===== src/rtl/jt12_wrseq.sv =====
// ============================================================================
// jt12_wrseq - host/PCM register-write sequencer and arbiter for the JT12 MMR.
// Optional feature macro: JT12_WRSEQ_PCM_PRIO_EN (fixed PCM priority).
// Revision: 1.0
// ============================================================================
`default_nettype none

module jt12_wrseq #(
   parameter int DEPTH_LOG2 = 3
) (
   input  logic                  clk,
   input  logic                  rst_n,
   input  logic                  host_valid,
   input  logic                  host_part,
   input  logic [7:0]            host_reg,
   input  logic [7:0]            host_data,
   output logic                  host_ready,
   input  logic                  pcm_valid,
   input  logic [7:0]            pcm_data,
   output logic                  pcm_ready,
   output logic                  mmr_write,
   output logic [1:0]            mmr_addr,
   output logic [7:0]            mmr_din,
   input  logic                  mmr_busy,
   output logic [DEPTH_LOG2:0]   fifo_level,
   output logic                  idle
);

   localparam int DEPTH = 1 << DEPTH_LOG2;
   localparam logic [DEPTH_LOG2:0] FULL_LEVEL = {1'b1, {DEPTH_LOG2{1'b0}}};
   localparam logic [7:0] PCM_REG = 8'h2A;

   typedef enum logic [2:0] {
      S_IDLE = 3'd0,
      S_ADDR = 3'd1,
      S_GAP1 = 3'd2,
      S_DATA = 3'd3,
      S_GAP2 = 3'd4,
      S_WAIT = 3'd5
   } state_t;

   state_t                state;
   logic [16:0]           mem [DEPTH];
   logic [DEPTH_LOG2-1:0] wr_ptr;
   logic [DEPTH_LOG2-1:0] rd_ptr;
   logic [7:0]            pcm_slot;
   logic [8:0]            sel;
   logic                  sel_vld;
   logic                  cur_part;
   logic [7:0]            cur_reg;
   logic [7:0]            cur_data;

   logic                  push;
   logic                  host_pend;
   logic                  pcm_pend;
   logic                  grant_pcm;
   logic                  grant_host;
   logic                  grant;
   logic [16:0]           head;
   logic                  g_part;
   logic [7:0]            g_reg;
   logic [7:0]            g_data;
   logic [DEPTH_LOG2:0]   level_nxt;
   logic                  pcm_empty_nxt;
   logic                  in_idle_nxt;

   assign push      = host_valid && host_ready;
   assign host_pend = (fifo_level != '0);
   assign pcm_pend  = !pcm_ready;

`ifdef JT12_WRSEQ_PCM_PRIO_EN
   assign grant_pcm = (state == S_IDLE) && pcm_pend;
`else
   logic last_pcm;
   // On a tie the source that did not win last time gets the grant.
   assign grant_pcm = (state == S_IDLE) && pcm_pend && (!host_pend || !last_pcm);
`endif
   assign grant_host = (state == S_IDLE) && host_pend && !grant_pcm;
   assign grant      = grant_host || grant_pcm;

   assign head   = mem[rd_ptr];
   assign g_part = grant_pcm ? 1'b0     : head[16];
   assign g_reg  = grant_pcm ? PCM_REG  : head[15:8];
   assign g_data = grant_pcm ? pcm_slot : head[7:0];

   assign level_nxt     = fifo_level + (DEPTH_LOG2+1)'(push) - (DEPTH_LOG2+1)'(grant_host);
   assign pcm_empty_nxt = grant_pcm || (pcm_ready && !pcm_valid);
   assign in_idle_nxt   = ((state == S_IDLE) && !grant) || ((state == S_WAIT) && !mmr_busy);

   always_ff @(posedge clk) begin
      if (push)
         mem[wr_ptr] <= {host_part, host_reg, host_data};
   end

   always_ff @(posedge clk or negedge rst_n) begin
      if (!rst_n) begin
         wr_ptr     <= '0;
         rd_ptr     <= '0;
         fifo_level <= '0;
         host_ready <= 1'b1;
         pcm_ready  <= 1'b1;
         pcm_slot   <= '0;
         idle       <= 1'b1;
`ifndef JT12_WRSEQ_PCM_PRIO_EN
         last_pcm   <= 1'b1;
`endif
      end else begin
         if (push)
            wr_ptr <= wr_ptr + 1'b1;
         if (grant_host)
            rd_ptr <= rd_ptr + 1'b1;
         fifo_level <= level_nxt;
         host_ready <= (level_nxt != FULL_LEVEL);
         if (grant_pcm)
            pcm_ready <= 1'b1;
         else if (pcm_valid && pcm_ready) begin
            pcm_ready <= 1'b0;
            pcm_slot  <= pcm_data;
         end
         idle <= (level_nxt == '0) && pcm_empty_nxt && in_idle_nxt;
`ifndef JT12_WRSEQ_PCM_PRIO_EN
         if (grant)
            last_pcm <= grant_pcm;
`endif
      end
   end

   always_ff @(posedge clk or negedge rst_n) begin
      if (!rst_n) begin
         state     <= S_IDLE;
         mmr_write <= 1'b0;
         mmr_addr  <= 2'b00;
         mmr_din   <= 8'h00;
         sel       <= '0;
         sel_vld   <= 1'b0;
         cur_part  <= 1'b0;
         cur_reg   <= 8'h00;
         cur_data  <= 8'h00;
      end else begin
         mmr_write <= 1'b0;
         case (state)
            S_IDLE: begin
               if (grant) begin
                  cur_part <= g_part;
                  cur_reg  <= g_reg;
                  cur_data <= g_data;
                  // Register already selected: only the data cycle is needed.
                  state    <= (sel_vld && (sel == {g_part, g_reg})) ? S_DATA : S_ADDR;
               end
            end
            S_ADDR: begin
               mmr_write <= 1'b1;
               mmr_addr  <= {cur_part, 1'b0};
               mmr_din   <= cur_reg;
               sel       <= {cur_part, cur_reg};
               sel_vld   <= 1'b1;
               state     <= S_GAP1;
            end
            S_GAP1: state <= S_DATA;
            S_DATA: begin
               mmr_write <= 1'b1;
               mmr_addr  <= {cur_part, 1'b1};
               mmr_din   <= cur_data;
               state     <= S_GAP2;
            end
            S_GAP2: state <= S_WAIT;
            S_WAIT: begin
               if (!mmr_busy)
                  state <= S_IDLE;
            end
            default: state <= S_IDLE;
         endcase
      end
   end

endmodule

`default_nettype wire


===== config.mk =====
export PLATFORM = sky130hd
export DESIGN_NAME = jt12_wrseq
export DESIGN_NICKNAME = d
export VERILOG_FILES = /design/src/rtl/jt12_wrseq.sv
export SDC_FILE = /design/constraint.sdc
export NUM_CORES = 1
export LEC_CHECK = 0
export CAP_MARGIN = 20
export CORE_MARGIN = 2
export CORE_UTILIZATION = 45
export DETAILED_ROUTE_END_ITERATION = 10
export HOLD_SLACK_MARGIN = 0.12
export PLACE_DENSITY = 0.66
export SLEW_MARGIN = 10
export SYNTH_ARGS = -nofsm -noshare
export SYNTH_HDL_FRONTEND = slang
export SYNTH_SLANG_ARGS = --single-unit

===== constraint.sdc =====
create_clock -name clk -period 3.9 [get_ports clk]
set_input_delay 1.17 -clock clk [delete_from_list [all_inputs] [get_ports clk]]
set_output_delay 1.17 -clock clk [all_outputs]
set_load 0.02 [all_outputs]

==> impl_metrics.json <==
{
  "clkTransAtPathRegs_ns": 0.07,
  "p_leak_nw": 3.49,
  "setup_violations": 0,
  "fill_cells": 1370,
  "start_kind": "flip-flop",
  "firstDrtPassIters": 4,
  "cts_sinks": 199,
  "place_congestion": 0.767,
  "cts_made_buffers": 17,
  "r2r-start": "fifo_level[2]",
  "grt_usage": 0.174,
  "core_area_sq_um": 17400,
  "routed_via_density": 5.29,
  "port_buffers": 47,
  "yosys-top-cells-count": "136 x edfxtp_1, 59 x dfrtp_1, 42 x nand2_1, 39 x mux2i_1, 26 x o21ai_0",
  "cts_resized": 0,
  "synth_area_sq_um": 8020,
  "ys_types": 43,
  "start_util": 0.462,
  "timing.fmax_mhz": 318,
  "syn_area_per_cell_sq_um": 16.3,
  "reg_top3": "mem: 136 flops, sel: 9 flops",
  "setup_tns_ns": 0,
  "fin_skew_ns": 0.00808,
  "area_growth_pct": 17.0,
  "die_width_um": 137,
  "synth-edff-count": 136,
  "top_register": "mem",
  "grt_overflow": 0,
  "wl_per_cell_um": 19.1,
  "place_hpwl_mm": 9.77,
  "rsz0062_at_grt": "no",
  "h-tree-depth": 4,
  "seq_area_frac_synth": 0.707,
  "grt_pass1_vias": 4335,
  "vias": 4185,
  "antenna_left": 0,
  "yosys_warnings": 0,
  "yosys-top-cells-area": "edfxtp_1 51%, dfrtp_1 18%, mux4_2 5.9%",
  "yosysMostFrequentCell": "edfxtp_1",
  "ys_async_sr_fraction": 0.317,
  "critical_path_required_ns": 4.27,
  "nets": 591,
  "ios": 48,
  "drc": 0,
  "p_per_area_nw_per_um2": 790,
  "grt_antenna_before_repair": 0,
  "ctsHoldBuffers": 0,
  "drt-initial-drc-count": 351,
  "cp_max_fo": 6,
  "hold_class": "flip-flop to flip-flop",
  "ir_worst_vdd_uv": 360,
  "cap_violations": 0,
  "worstSkewPairLatency_ns": 0.43,
  "largest_reg_flops": 136,
  "dieArea_sq_um": 18900,
  "hold_viol": 0,
  "syn-instance-count": 491,
  "fp.dieH_um": 137,
  "grt_pass1_wl_mm": 23.8,
  "drive_gt1_frac": 0.182,
  "worstPathArrival_ns": 3.52,
  "crit_path_end_kind": "flip-flop",
  "cts_tree": "done",
  "fp-row-count": 48,
  "ys_seq_elements": 199,
  "netlist.area_leader.share": 0.510,
  "cts_setup_buffers": 0,
  "fin_crit_sh": 0.807,
  "grt_max_degree": 34,
  "cts_root_buf": "clkbuf_16",
  "n_antenna_cell": 0,
  "startpoint": "fifo_level[2]",
  "hp-start": "mmr_addr[1]",
  "tightestPinTransition_ns": 0.891,
  "outcome": "completed",
  "drt_wl_total_mm": 15.1,
  "relSlewSlack": 0.404,
  "critical_path_class": "flip-flop to flip-flop",
  "ctsLongestPathBuffers": 2,
  "drv_slew": 0,
  "fin_crit_ns": 3.15,
  "synth_ff_type": "edfxtp_1",
  "whs_ns": 0.478,
  "synth_nets": 529,
  "synth.largest_area_cell": "edfxtp_1"
}
==> stage by stage <==
step,cell area (sq um),setup WS (ns),cells,total power [mW],utilization
2_1_floorplan,8020,0.702,491,4.94,-
3_3_place_gp,8780,0.501,759,5.68,0.506
3_5_place_dp,8780,0.439,759,5.77,0.506
4_1_cts,9370,0.745,791,7.48,0.540
5_1_grt,9370,0.513,791,7.85,0.540
6_report,9370,0.751,791,7.41,0.540
==> per-layer routing <==
metal | vias up | GRT usage | wire [um]
li1 | 1972 | - | -
met2 | 90 | 0.293 | 7790
met3 | 13 | 0.0390 | 775
met5 | - | 0 | 0
met4 | 0 | 0.0556 | 139
met1 | 2110 | 0.226 | 6420
==> layout make-up <==
type | instances | area (sq um) | area share
repair buffers | 64 | 593 | 0.0633
inverters | 11 | 41.3 | 0.00440
multi-input cells | 260 | 2200 | 0.234
flip-flops and latches | 199 | 5670 | 0.605
clock buffers | 21 | 514 | 0.0549
clock inverters | 11 | 80.1 | 0.00854
well taps | 225 | 282 | 0.0300
==> worst paths after layout <==
check,cells after the start,to,slack (ns)
setup / recovery,14,idle,0.75
hold / removal,2,mmr_addr[1],0.48
setup reg to reg,14,idle,0.75
hold reg to reg,2,mmr_addr[1],0.48
max in group asynchronous,2,pcm_slot[4],2.20
min in group asynchronous,1,fifo_level[3],0.81
==> layout by cell type, fill, tap and decap left out, types with 13 or more instances in the layout <==
cell,n
clkbuf_16,20
nor2_1,24
mux2_2,20
nand2_1,42
o21ai_0,26
mux4_2,21
mux2i_1,39
clkdlybuf4s50_1,46
inv_1,13
edfxtp_1,136
dfrtp_1,58
buf_4,17
==> logic make-up (layout without fill, tap and decap cells) <==
family                   Yosys count  count (layout)  share of synthesized area
buffers and inverters             32             107                     0.0203
AND/OR/NAND/NOR                   98              98                     0.0585
AO/OA/AOI/OAI                     58              58                     0.0432
multiplexers                      82              82                      0.142
XOR/XNOR                          14              14                     0.0153
flip-flops                       199             199                      0.707
adder cells (fa/ha/maj)            8               8                     0.0134
==> critical path, stage by stage, from the launching register on <==
cell and delay, ns:
dfrtp_1 0.37, inv_1 0.08, ha_1 0.14, nor3b_1 0.48, nand2_1 0.17, nand2_1 0.12
nor2_1 0.14, ha_1 0.30, inv_1 0.05, ha_1 0.16, inv_1 0.06, fa_1 0.50
inv_1 0.05, nor3_1 0.24, and4b_1 0.23
==> where the power goes <==
group / total, mW / leakage [nW] / internal [mW] / switching, mW
Clock: 1.72 / 0.300 / 0.957 / 0.766
Combinational: 2.53 / 1.20 / 1.17 / 1.36
Sequential: 3.15 / 1.99 / 2.78 / 0.369
Total: 7.41 / 3.49 / 4.91 / 2.49
Note: power is estimated with default switching activity, not from simulation.
